### src/rtl/timer_if.sv
// Board-side inputs and datapath-side outputs of the countdown timer controller.
interface timer_if;
  logic        dip_sw;
  logic [9:0]  keypad;
  logic        key_start;
  logic        key_clear;
  logic        cnt_zero;
  logic [23:0] digit_buf;
  logic [2:0]  digit_idx;
  logic        load;
  logic        run_en;
  logic        tick;
  logic        alarm;
  logic        blink;
  logic        err;
  logic [2:0]  state;

  modport master (
    output dip_sw, keypad, key_start, key_clear, cnt_zero,
    input  digit_buf, digit_idx, load, run_en, tick, alarm, blink, err, state
  );

  modport slave (
    input  dip_sw, keypad, key_start, key_clear, cnt_zero,
    output digit_buf, digit_idx, load, run_en, tick, alarm, blink, err, state
  );
endinterface

### src/rtl/timer_ctrl.sv
// Countdown timer control FSM: HH:MM:SS keypad entry, load/run/pause sequencing,
// 1 s tick generation and a timed blinking alarm.
module timer_ctrl #(
  parameter int TICK_DIV  = 1000,
  parameter int BLINK_DIV = 250,
  parameter int ALARM_CYC = 5000
) (
  input  logic    clk,
  input  logic    rst,
  timer_if.slave  tif
);
  localparam int PW = $clog2(TICK_DIV);
  localparam int BW = $clog2(BLINK_DIV);
  localparam int AW = $clog2(ALARM_CYC);

  typedef enum logic [2:0] {
    S_IDLE  = 3'd0,
    S_ENTRY = 3'd1,
    S_READY = 3'd2,
    S_RUN   = 3'd3,
    S_PAUSE = 3'd4,
    S_ALARM = 3'd5
  } state_e;

  state_e        state_q, state_d;
  logic [23:0]   buf_q, buf_d;
  logic [2:0]    idx_q, idx_d;
  logic          load_q, load_d, run_en_q, run_en_d, tick_q, tick_d;
  logic          alarm_q, alarm_d, blink_q, blink_d, err_q, err_d;
  logic [PW-1:0] presc_q, presc_d;
  logic [BW-1:0] bcnt_q, bcnt_d;
  logic [AW-1:0] acnt_q, acnt_d;
  logic [9:0]    key_prev_q;
  logic          start_prev_q, clear_prev_q;

  logic       dig_ev, start_ev, clear_ev;
  logic [3:0] dval;

  assign dig_ev   = $onehot(tif.keypad) && (key_prev_q == 10'd0);
  assign start_ev = tif.key_start & ~start_prev_q;
  assign clear_ev = tif.key_clear & ~clear_prev_q;

  always_comb begin
    dval = 4'd0;
    for (int i = 0; i < 10; i++)
      if (tif.keypad[i]) dval = 4'(i);
  end

  always_comb begin
    state_d  = state_q;
    buf_d    = buf_q;
    idx_d    = idx_q;
    load_d   = 1'b0;
    tick_d   = 1'b0;
    err_d    = 1'b0;
    run_en_d = run_en_q;
    alarm_d  = alarm_q;
    blink_d  = blink_q;
    presc_d  = presc_q;
    bcnt_d   = bcnt_q;
    acnt_d   = acnt_q;

    if (!tif.dip_sw) begin
      state_d  = S_IDLE;
      buf_d    = '0;
      idx_d    = '0;
      run_en_d = 1'b0;
      alarm_d  = 1'b0;
      blink_d  = 1'b0;
    end else begin
      case (state_q)
        S_IDLE: state_d = S_ENTRY;
        S_ENTRY: begin
          if (clear_ev) begin
            buf_d = '0;
            idx_d = '0;
          end else if (dig_ev) begin
            // Tens of minutes and tens of seconds only go up to 5.
            if ((idx_q == 3'd2 || idx_q == 3'd4) && dval > 4'd5) begin
              err_d = 1'b1;
            end else begin
              buf_d[4*(5-int'(idx_q)) +: 4] = dval;
              if (idx_q == 3'd5) begin
                idx_d   = '0;
                state_d = S_READY;
              end else begin
                idx_d = idx_q + 3'd1;
              end
            end
          end
        end
        S_READY: begin
          if (clear_ev) begin
            state_d = S_ENTRY;
            buf_d   = '0;
            idx_d   = '0;
          end else if (start_ev) begin
            if (buf_q != 24'd0) begin
              state_d  = S_RUN;
              load_d   = 1'b1;
              run_en_d = 1'b1;
              presc_d  = '0;
            end else begin
              err_d = 1'b1;
            end
          end
        end
        S_RUN: begin
          // cnt_zero is stale during the load cycle, so it is ignored there.
          if (clear_ev) begin
            state_d  = S_ENTRY;
            buf_d    = '0;
            idx_d    = '0;
            run_en_d = 1'b0;
          end else if (tif.cnt_zero && !load_q) begin
            state_d  = S_ALARM;
            run_en_d = 1'b0;
            alarm_d  = 1'b1;
            blink_d  = 1'b1;
            bcnt_d   = '0;
            acnt_d   = '0;
          end else if (start_ev) begin
            state_d  = S_PAUSE;
            run_en_d = 1'b0;
          end else if (presc_q == PW'(TICK_DIV - 1)) begin
            presc_d = '0;
            tick_d  = 1'b1;
          end else begin
            presc_d = presc_q + PW'(1);
          end
        end
        S_PAUSE: begin
          if (clear_ev) begin
            state_d = S_ENTRY;
            buf_d   = '0;
            idx_d   = '0;
          end else if (start_ev) begin
            state_d  = S_RUN;
            run_en_d = 1'b1;
          end
        end
        S_ALARM: begin
          if (clear_ev || start_ev || dig_ev || acnt_q == AW'(ALARM_CYC - 1)) begin
            state_d = S_IDLE;
            buf_d   = '0;
            idx_d   = '0;
            alarm_d = 1'b0;
            blink_d = 1'b0;
          end else begin
            acnt_d = acnt_q + AW'(1);
            if (bcnt_q == BW'(BLINK_DIV - 1)) begin
              bcnt_d  = '0;
              blink_d = ~blink_q;
            end else begin
              bcnt_d = bcnt_q + BW'(1);
            end
          end
        end
        default: state_d = S_IDLE;
      endcase
    end
  end

  always_ff @(posedge clk or posedge rst) begin
    if (rst) begin
      state_q      <= S_IDLE;
      buf_q        <= '0;
      idx_q        <= '0;
      load_q       <= 1'b0;
      run_en_q     <= 1'b0;
      tick_q       <= 1'b0;
      alarm_q      <= 1'b0;
      blink_q      <= 1'b0;
      err_q        <= 1'b0;
      presc_q      <= '0;
      bcnt_q       <= '0;
      acnt_q       <= '0;
      key_prev_q   <= '0;
      start_prev_q <= 1'b0;
      clear_prev_q <= 1'b0;
    end else begin
      state_q      <= state_d;
      buf_q        <= buf_d;
      idx_q        <= idx_d;
      load_q       <= load_d;
      run_en_q     <= run_en_d;
      tick_q       <= tick_d;
      alarm_q      <= alarm_d;
      blink_q      <= blink_d;
      err_q        <= err_d;
      presc_q      <= presc_d;
      bcnt_q       <= bcnt_d;
      acnt_q       <= acnt_d;
      key_prev_q   <= tif.keypad;
      start_prev_q <= tif.key_start;
      clear_prev_q <= tif.key_clear;
    end
  end

  assign tif.state     = state_q;
  assign tif.digit_buf = buf_q;
  assign tif.digit_idx = idx_q;
  assign tif.load      = load_q;
  assign tif.run_en    = run_en_q;
  assign tif.tick      = tick_q;
  assign tif.alarm     = alarm_q;
  assign tif.blink     = blink_q;
  assign tif.err       = err_q;
endmodule

### src/flat_wrapper.sv
// flat-port wrapper written by rule: the top's interface ports become plain ports
module timer_ctrl_flat 
#(
  parameter int TICK_DIV  = 1000,
  parameter int BLINK_DIV = 250,
  parameter int ALARM_CYC = 5000
)
  (clk, rst, tif_dip_sw, tif_keypad, tif_key_start, tif_key_clear, tif_cnt_zero, tif_digit_buf, tif_digit_idx, tif_load, tif_run_en, tif_tick, tif_alarm, tif_blink, tif_err, tif_state);
  timer_if tif_i ();
  input  logic clk;
  input  logic rst;
  input wire logic [$bits(tif_i.dip_sw)-1:0] tif_dip_sw;
  input wire logic [$bits(tif_i.keypad)-1:0] tif_keypad;
  input wire logic [$bits(tif_i.key_start)-1:0] tif_key_start;
  input wire logic [$bits(tif_i.key_clear)-1:0] tif_key_clear;
  input wire logic [$bits(tif_i.cnt_zero)-1:0] tif_cnt_zero;
  output wire logic [$bits(tif_i.digit_buf)-1:0] tif_digit_buf;
  output wire logic [$bits(tif_i.digit_idx)-1:0] tif_digit_idx;
  output wire logic [$bits(tif_i.load)-1:0] tif_load;
  output wire logic [$bits(tif_i.run_en)-1:0] tif_run_en;
  output wire logic [$bits(tif_i.tick)-1:0] tif_tick;
  output wire logic [$bits(tif_i.alarm)-1:0] tif_alarm;
  output wire logic [$bits(tif_i.blink)-1:0] tif_blink;
  output wire logic [$bits(tif_i.err)-1:0] tif_err;
  output wire logic [$bits(tif_i.state)-1:0] tif_state;
  assign tif_i.dip_sw = tif_dip_sw;
  assign tif_i.keypad = tif_keypad;
  assign tif_i.key_start = tif_key_start;
  assign tif_i.key_clear = tif_key_clear;
  assign tif_i.cnt_zero = tif_cnt_zero;
  assign tif_digit_buf = tif_i.digit_buf;
  assign tif_digit_idx = tif_i.digit_idx;
  assign tif_load = tif_i.load;
  assign tif_run_en = tif_i.run_en;
  assign tif_tick = tif_i.tick;
  assign tif_alarm = tif_i.alarm;
  assign tif_blink = tif_i.blink;
  assign tif_err = tif_i.err;
  assign tif_state = tif_i.state;
  timer_ctrl #(.TICK_DIV(TICK_DIV), .BLINK_DIV(BLINK_DIV), .ALARM_CYC(ALARM_CYC)) u_core (.clk(clk), .rst(rst), .tif(tif_i));
endmodule
### config.mk
export PLATFORM = sky130hd
export DESIGN_NAME = timer_ctrl_flat
export DESIGN_NICKNAME = d
export VERILOG_FILES = /design/src/rtl/timer_if.sv /design/src/rtl/timer_ctrl.sv /design/src/flat_wrapper.sv
export SDC_FILE = /design/constraint.sdc
export NUM_CORES = 1
export LEC_CHECK = 0
export ABC_AREA = 0
export BUFFER_PORTS_ARGS = -buffer_cell sky130_fd_sc_hd__buf_2
export CAP_MARGIN = 40
export CELL_PAD_IN_SITES_DETAIL_PLACEMENT = 0
export CELL_PAD_IN_SITES_GLOBAL_PLACEMENT = 1
export CORE_UTILIZATION = 47
export CTS_BUF_LIST = sky130_fd_sc_hd__clkbuf_8
export DETAILED_ROUTE_END_ITERATION = 8
export PLACE_DENSITY = 0.92
export SETUP_SLACK_MARGIN = 0.4
export SYNTH_ARGS = -nofsm -noshare
export SYNTH_HDL_FRONTEND = slang
export SYNTH_SLANG_ARGS = --single-unit
### constraint.sdc
create_clock -name clk -period 3 [get_ports clk]
set_input_delay 0.45 -clock clk [delete_from_list [all_inputs] [get_ports clk]]
set_output_delay 0.45 -clock clk [all_outputs]
set_load 0.1 [all_outputs]
**Word level (Yosys, flattened, before mapping)**

Index checks and enable logic that the tools add are counted.

- Word-level logic and storage cells: 196
- Register bits after elaboration: 79
- Output and inout bits: 36
- Input port bits: 16

- Add/subtract/negate cells: 15
- Mux-type cells: 94
- Shift operators: 2
- Bitwise operators: 5
- Magnitude comparators: 1
- Reductions and logical operators: 21
- Equality and inequality tests: 43

Operator list:

| kind | number |
|---|---|
| two-way mux 24 bit | 6 |
| two-way mux 3 bit | 24 |
| case mux 24 bit (3 select lines) | 1 |
| two-way mux 10 bit | 7 |
| two-way mux 13 bit | 3 |
| two-way mux 1 bit | 35 |
| negator 32 -> 33 bit | 1 |
| variable shift 4 x 33 -> 24 bit, first input constant | 1 |
| variable part select 4 x 33 -> 24 bit | 1 |
| two-way mux 8 bit | 4 |
| case mux 13 bit (2 select lines) | 1 |
| bitwise mux 24 bit | 1 |
| != test 3 x 2 -> 1 bit, second input constant | 8 |
| != test 4 x 2 -> 1 bit, second input constant | 6 |
| nonzero test 24 bit | 1 |
| case mux 10 bit (2 select lines) | 1 |
| case mux 3 bit (6 select lines) | 1 |
| adder 4 bit | 4 |
| case mux 8 bit (2 select lines) | 1 |
| != test 3 bit, second input constant | 5 |
| adder 13 x 1 -> 13 bit, second input constant | 1 |
| equality test 13 bit, second input constant | 1 |
| equality test 3 bit, second input constant | 4 |
| adder 1 x 1 -> 2 bit | 5 |
| other kinds (35) | 58 |

**Longest topological paths before layout**

Gate-level depths: netlist of the first run.

- Word-level depth: 16
- Depth in mapped cells: 16
- Gate-level depth less buffers: 14

**Least setup slack after synthesis of the first run**

No wires, ideal clock.

- Kind: input to register
- Start: in tif_keypad[2]
- End: reg u_core.idx_q[1], in the netlist u_core.tif.digit_idx[1]
- Path slack: -1.064 ns
- Stages: 14
- Library setup time: 0.129 ns
- Path buffers: 1
- Arrival time: 3.936 ns
- Required time: 2.871 ns
- Path through: inv_1 > ha_1 > inv_1 > fa_1 > fa_1 > inv_1 > fa_1 > fa_1 > a2111oi_4 > o2111ai_1 > buf_6 > o21ai_4 > nand3_2 > mux2_1

- Cells in the longest elaborated chain, start to end: 12
- Elaborated cells on any way between the ends: 22
- Classes of those cells: add/sub: 4; order compare: 1; eq/ne: 4; mux: 8; reduce/logical: 5

RTL lines:

| what | RTL line | text |
|---|---|---|
| from (decl) | flat_wrapper.sv:13 | `input wire logic [$bits(tif_i.keypad)-1:0] tif_keypad;` |
| branches (longest 11 deep; another with adder 4 bit) | -- |  |
| AND reduction 5 bit (no line) * | -- |  |
| to (signal assigned) | timer_ctrl.sv:184 | `idx_q <= idx_d;` |
| to (decl) | timer_ctrl.sv:27 | `logic [2:0] idx_q, idx_d;` |

Every way passes the cells marked *.
A chain may end at the register's enable or synchronous reset.

**Worst setup path in the final report of the first run**

- Start: in tif_keypad[0]
- End: reg u_core.idx_q[1], in the netlist u_core.tif.digit_idx[1]

- Cells in the longest elaborated chain, start to end: 10
- Elaborated cells on any way between the ends: 11
- Classes of those cells: add/sub: 4; eq/ne: 3; reduce/logical: 4

RTL lines:

| what | RTL line | text |
|---|---|---|
| adder 1 x 1 -> 2 bit (implied by the code) * | timer_ctrl.sv:39 | `assign dig_ev = $onehot(tif.keypad) && (key_prev_q == 10'd0);` |
| adder 4 bit (implied by the code) * (3 in series) | timer_ctrl.sv:39 |  |
| equality test 4 x 1 -> 1 bit * | timer_ctrl.sv:39 |  |
| logical AND 1 bit * | timer_ctrl.sv:39 |  |
| logical OR 1 bit (2 in series) | timer_ctrl.sv:143 | `if (clear_ev \|\| start_ev \|\| dig_ev \|\| acnt_q == AW'(ALARM_CYC - 1)) begin` |
| != test 3 x 2 -> 1 bit (no line) | -- |  |
| AND reduction 5 bit (no line) * | -- |  |

Every way passes the cells marked *; elsewhere a longest branch is shown, timed or not.

==> flow_summary.ini, run 1 <==
[outcome]
run_status = complete, but fails checks
violations = negative setup slack

[synth]
syn_nets = 527
yosys_warnings = 0
ys_top_cells_by_area = dfrtp_1 (43%), ha_1 (6.7%), a22o_1 (3.4%)
synth-seq-cells = 79
synth_area_leader_cell = dfrtp_1
async_flop_share_pct = 100.0
ys_top_cells_by_count = dfrtp_1 (79), nand2_1 (42), inv_1 (36)
synth_edf_count = 0
synth_cell_types = 61
netlist_area_sq_um = 4642
ys_seq_area_share_pct = 42.59
synth_top_area_share_pct = 42.59
synth_cells = 479
ys.flop_type = dfrtp_1
avgSynthCellArea_sq_um = 9.691
yosysMostFrequentCell = dfrtp_1

[finish]
multi_input_area_sq_um = 2796
final_layout_size_suffix_gt1_share_pct = 32.63
diodes = 0
nets = 613
fillers = 784
area_delta_synth_final_pct = 28.57
seq_area_sq_um = 1979
fin_util_pct = 63.39

[floorplan]
num_io_pins = 52
die_w_microns = 101.4
die_h_microns = 101.4
row_count = 35
dieArea_sq_um = 10280
coreArea_sq_um = 9415
start_util_pct = 49.30

[critical_path]
endpoint_kind = register
crit_fanout = 8
crit_type = in -> reg
cp.required_ns = 3.24
critPathLaunchType = input pin
cp.arrival_ns = 4.14

[grt]
antenna_found_initial = 0
grt_start_max_net_pins = 41
overflow = 0
grt_pass1_wl_microns = 19000
grt_pass1_vias = 3991
grt_util_all_layers_pct = 23.58

[clock_tree]
cts_root_buf = clkbuf_8
cts_sinks = 79
insertion_delay_ns = 0.36
htree_num_levels = 3
cts_buffers = 9
clk_pin_slew_ns = 0.08
cts_tree = yes
clockBufferDepth = 2

[timing]
final_hold_viol_count = 0
hold_ws_ns = 0.1838
relSlewSlack_pct = 44.19
clock_skew_ns = 0.01562
timing.final.crit_period_ns = 3.902
worst_slack_ns = -0.9017
fin_crit_sh_pct = 130.1
tightest_slew_ns = 0.8307
max_freq_mhz = 256.3
setup-tns-final_ns = -43.26
maxSlewViolCount = 0
rsz0062_at_grt = yes
setup_viol = 54

[route]
drt-initial-drc-count = 180
num_vias = 4052
antenna_left = 0
wl_per_cell_microns = 16.32
drc = 0
via_per_inst = 5.797
routed_wl_microns = 11410
first_pass_iters = 4

[placement]
io_buffers = 51
place_congestion = 0.8674
place_ws_ns = -1.386
dp_hpwl_microns = 8190

[power_and_ir_drop]
ir_drop_mv = 0.2829
finalPower_mw = 3.164
seq_power_share_pct = 41.8
p_sw_mw = 1.135
p_int_mw = 2.029
comb_power_share_pct = 29.1
p_per_area_nw_per_um2 = 530.1
switching_share_pct = 35.87
pwr-share-clk_pct = 29.1
leakagePower_nw = 2.739

[hold_path]
hold_class = in -> async

[job]
max_cap_viol_count = 0
==> layout by cell type, fill, tap and decap left out, types with 8 or more instances in the layout <==
| cell | synthesis | routed |
|---|---|---|
| nor2_1 | 23 | 21 |
| nor4_1 | 10 | 10 |
| buf_2 | 1 | 45 |
| a21oi_2 | 1 | 12 |
| buf_4 | 1 | 29 |
| buf_6 | 2 | 14 |
| clkbuf_8 | 0 | 11 |
| dfrtp_1 | 79 | 77 |
| and3_1 | 12 | 10 |
| nand4_1 | 9 | 9 |
| nand2_1 | 42 | 40 |
| ha_1 | 25 | 22 |
| o21ai_0 | 24 | 15 |
| nand3_1 | 20 | 15 |
| a22o_1 | 18 | 18 |
| a21oi_1 | 21 | 9 |
| inv_1 | 36 | 27 |
| o31ai_1 | 13 | 8 |
| nor3_1 | 10 | 10 |
==> sequential cells by signal (all words and copies together), names as in the netlist <==
signal and count:
u_core.tif.digit_buf 24, u_core.acnt_q 13, u_core.key_prev_q 10, u_core.presc_q 10
u_core.bcnt_q 8, u_core.tif.digit_idx 3, u_core.tif.state 3, u_core.clear_prev_q 1
u_core.start_prev_q 1, u_core.tif.alarm 1, u_core.tif.blink 1, u_core.tif.err 1
u_core.tif.load 1, u_core.tif.run_en 1, u_core.tif.tick 1
==> cell families after synthesis <==
logic type / Yosys count / share of synthesized area, %
DFF: 79 / 42.59
and+or+nand+nor: 189 / 22.86
adders and majority gates: 32 / 9.757
buffers and inverters: 52 / 4.636
muxes: 4 / 0.9434
AOI/OAI and AO/OA: 122 / 19.03
xor gates and xnor gates: 1 / 0.1887
==> what timing repair did <==
action	in CTS	in global routing
setup buffers	4	2
endpoints found under the setup margin	54	54
hold buffers	0	0
pin swaps	47	11
gates resized for setup	59	28
hold endpoints to repair	0	0
gates cloned	2	0
==> through the flow <==
step / std cells / area (sq um)
detailed placement: 675 / 5331
global placement: 675 / 5331
finish: 699 / 5968
floorplan: 479 / 4740
global route: 699 / 5968
CTS: 697 / 5827
==> layout make-up <==
cell class,instances,area share [%]
clock inverter,5,1.342
timing repair buffer,91,10.99
clock buffer,11,2.537
inverter,36,2.411
sequential,79,33.17
tap,129,2.704
multi-input combinational,348,46.86
==> critical path: stages <==
cell and delay, ns:
buf_8 0.10, ha_4 0.25, inv_2 0.03, fa_1 0.51
fa_1 0.53, inv_2 0.04, fa_2 0.40, fa_2 0.39
a2111oi_4 0.31, o2111ai_2 0.18, buf_12 0.19, o21ai_4 0.26
nand3_2 0.16, mux2_4 0.33
==> final timing paths <==
| path | start | end | slack [ns] | cells after the start |
|---|---|---|---|---|
| min | rst | u_core.bcnt_q[1] | 0.18 | 2 |
| max | tif_keypad[0] | u_core.tif.digit_idx[1] | -0.90 | 14 |
| max reg2reg | u_core.tif.state[2] | u_core.tif.digit_idx[1] | 0.09 | 6 |
| min in group clk | tif_keypad[0] | u_core.key_prev_q[0] | 0.20 | 1 |
| max in group asynchronous | rst | u_core.tif.digit_buf[17] | 2.18 | 3 |
| min reg2reg | u_core.presc_q[9] | u_core.presc_q[9] | 0.49 | 1 |
==> power groups by stage <==
stage               Sequential, mW  Clock (mW)  Combinational, mW
floorplan                     1.40           0              0.522
global placement              1.32           0              0.773
detailed placement            1.33           0              0.804
CTS                           1.31       0.927              0.873
global route                  1.34       0.977               1.01
finish                        1.32       0.920              0.922
==> layer usage <==
layer  global-route usage [%]  up-vias  wire length, microns
met5                        0        -                     0
met4                    7.469        0                   215
met3                    4.417       16                   396
met2                    39.19       75                  5619
met1                    31.27     2013                  5176
li1                         -     1948                     -
(Power assumes the default switching activity.)
==> inputs of run 2 (changes only) <==
--- a/config.mk
+++ b/config.mk
@@ -13,8 +13,10 @@
 export CORE_UTILIZATION = 47
 export CTS_BUF_LIST = sky130_fd_sc_hd__clkbuf_8
 export DETAILED_ROUTE_END_ITERATION = 8
+export MAX_ROUTING_LAYER = met4
 export PLACE_DENSITY = 0.92
 export SETUP_SLACK_MARGIN = 0.4
+export SKIP_CTS_REPAIR_TIMING = 1
 export SYNTH_ARGS = -nofsm -noshare
 export SYNTH_HDL_FRONTEND = slang
 export SYNTH_SLANG_ARGS = --single-unit
==> run 2 against run 1 <==
  * The flow still finishes with violations (negative setup slack)
  * Die area unchanged
  * Via count rose by 1.6%
  * Register-to-register slack gained 0.06 ns
  * Maximum frequency is 1.6% lower
  * Routed wire length is 1.8% higher
  * Clock power is essentially flat
  * Clock-buffer cell count stayed put
  * Final cell count decreased by 0.14%
  * Hold slack worse by 0.0054 ns
  * Final area rose by 0.13%
  * Combinational power decreased by 0.8%
  * Global-route usage shrank 0.16 points
  * Highest routed layer unchanged
==> flow_summary.ini, run 2 (synthesis results as in run 1) <==
[outcome]
run_status = complete, but fails checks
violations = negative setup slack

[grt]
grt_util_all_layers_pct = 23.42
antenna_found_initial = 0
grt_pass1_wl_microns = 18310
grt_start_max_net_pins = 41
overflow = 0
grt_pass1_vias = 3800

[route]
via_per_inst = 5.898
drc = 0
routed_wl_microns = 11610
num_vias = 4117
antenna_left = 0
wl_per_cell_microns = 16.64
first_pass_iters = 5
drt-initial-drc-count = 152

[critical_path]
critPathLaunchType = input pin
path_cells = buf_8 -> ha_4 -> inv_2 -> fa_1 -> fa_1 -> inv_2 -> fa_2 -> fa_2 -> a2111oi_4 -> o2111ai_2 -> buf_12 -> nand2_1 -> nand3_1 -> a22o_1
crit_family = adder cells
crit_fanout = 7
slowest_stage = fa_1
cp.required_ns = 3.23
worst-path-buf-inv = 4
endpoint_kind = register
cp.arrival_ns = 4.20
slowest_delay_ns = 0.53
crit_type = in -> reg

[timing]
fin_crit_sh_pct = 132.2
relSlewSlack_pct = 52.15
clock_skew_ns = 0.01457
worst_slack_ns = -0.9667
maxSlewViolCount = 0
setup_viol = 54
timing.final.crit_period_ns = 3.967
rsz0062_at_grt = yes
final_hold_viol_count = 0
tightest_slew_ns = 0.7169
max_freq_mhz = 252.1

[placement]
place_congestion = 0.8814
place_ws_ns = -1.386
dp_hpwl_microns = 8190
io_buffers = 51

[finish]
area_delta_synth_final_pct = 28.73
largest_reg_flops = 24
final_common_cell = dfrtp_1
final_cell_mix = dfrtp_1 (77), buf_2 (45), nand2_1 (42), buf_4 (28), inv_1 (26)
diodes = 0
final_layout_size_suffix_gt1_share_pct = 32.34
nets = 612
fillers = 782

[clock_tree]
cts_buffers = 9
clk_pin_slew_ns = 0.08
insertion_delay_ns = 0.36
clockBufferDepth = 2
htree_num_levels = 3
cts_sinks = 79
cts_root_buf = clkbuf_8
cts_tree = yes

[power_and_ir_drop]
p_per_area_nw_per_um2 = 528.5
finalPower_mw = 3.158
ir_drop_mv = 0.2853
leakagePower_nw = 2.732

[floorplan]
num_io_pins = 52
start_util_pct = 49.30
die_w_microns = 101.4
dieArea_sq_um = 10280
coreArea_sq_um = 9415
die_h_microns = 101.4
row_count = 35

[job]
max_cap_viol_count = 0

[hold_path]
hold_class = in -> async
[run 2: cell types whose count changed in the layout (fill, tap and decap cells not counted), sizes merged]
cell,change
clkbuf,+1
buf,-2
[run 2: stage by stage]
stage / cells / hold slack [ns] / TNS [ns] / utilization (%) / area [sq um]
finish: 698 / 0.1784 / -46.15 / 63.47 / 5976
global route: 698 / 0.1897 / -48.83 / 63.47 / 5976
CTS: 691 / 0.2028 / -47.99 / 59.08 / 5563
detailed placement: 675 / 0.4865 / -68.25 / 56.62 / 5331
global placement: 675 / 0.4728 / -62.91 / 56.62 / 5331
floorplan: 479 / 0.4359 / -42.39 / - / 4740
[run 2: worst register-to-register path: stages (launching register included)]
cell and delay (ns):
dfrtp_1 0.58, nand2b_1 0.25, or2_0 0.39, nor3_1 0.59, nand2_1 0.40, nand3_2 0.22
mux2_4 0.31
[run 2: final cells by class]
class	instances	area (sq um)	area share, %
timing repair buffer	90	669.4	11.20
clock buffer	11	151.4	2.533
clock inverter	5	80.08	1.340
sequential	79	1979	33.12
tap	129	161.4	2.701
inverter	36	143.9	2.408
multi-input combinational	348	2790	46.69
[run 2: path summary, 6_finish.rpt]
path                                      from                  endpoint  slack, ns  cells after the start
min                                        rst          u_core.bcnt_q[5]       0.18                      2
max                              tif_keypad[0]  u_core.tif.digit_buf[14]      -0.97                     14
min reg2reg                  u_core.presc_q[9]         u_core.presc_q[9]       0.49                      1
max reg2reg                u_core.tif.state[2]   u_core.tif.digit_idx[1]       0.15                      6
max in group asynchronous                  rst  u_core.tif.digit_buf[17]       2.17                      3
min in group clk                 tif_keypad[0]      u_core.key_prev_q[0]       0.20                      1
[run 2: routing by layer]
metal,track usage [%],share of wire (%)
met5,-,0
met4,6.132,1.0
met3,3.934,3.8
met2,37.57,50
met1,30.85,45
[run 2: power breakdown]
group	leakage [nW]	switching [mW]	internal, mW
sequential	1.05	0.154	1.17
combinational	1.57	0.576	0.339
clock	0.112	0.409	0.513
total	2.73	1.14	2.02
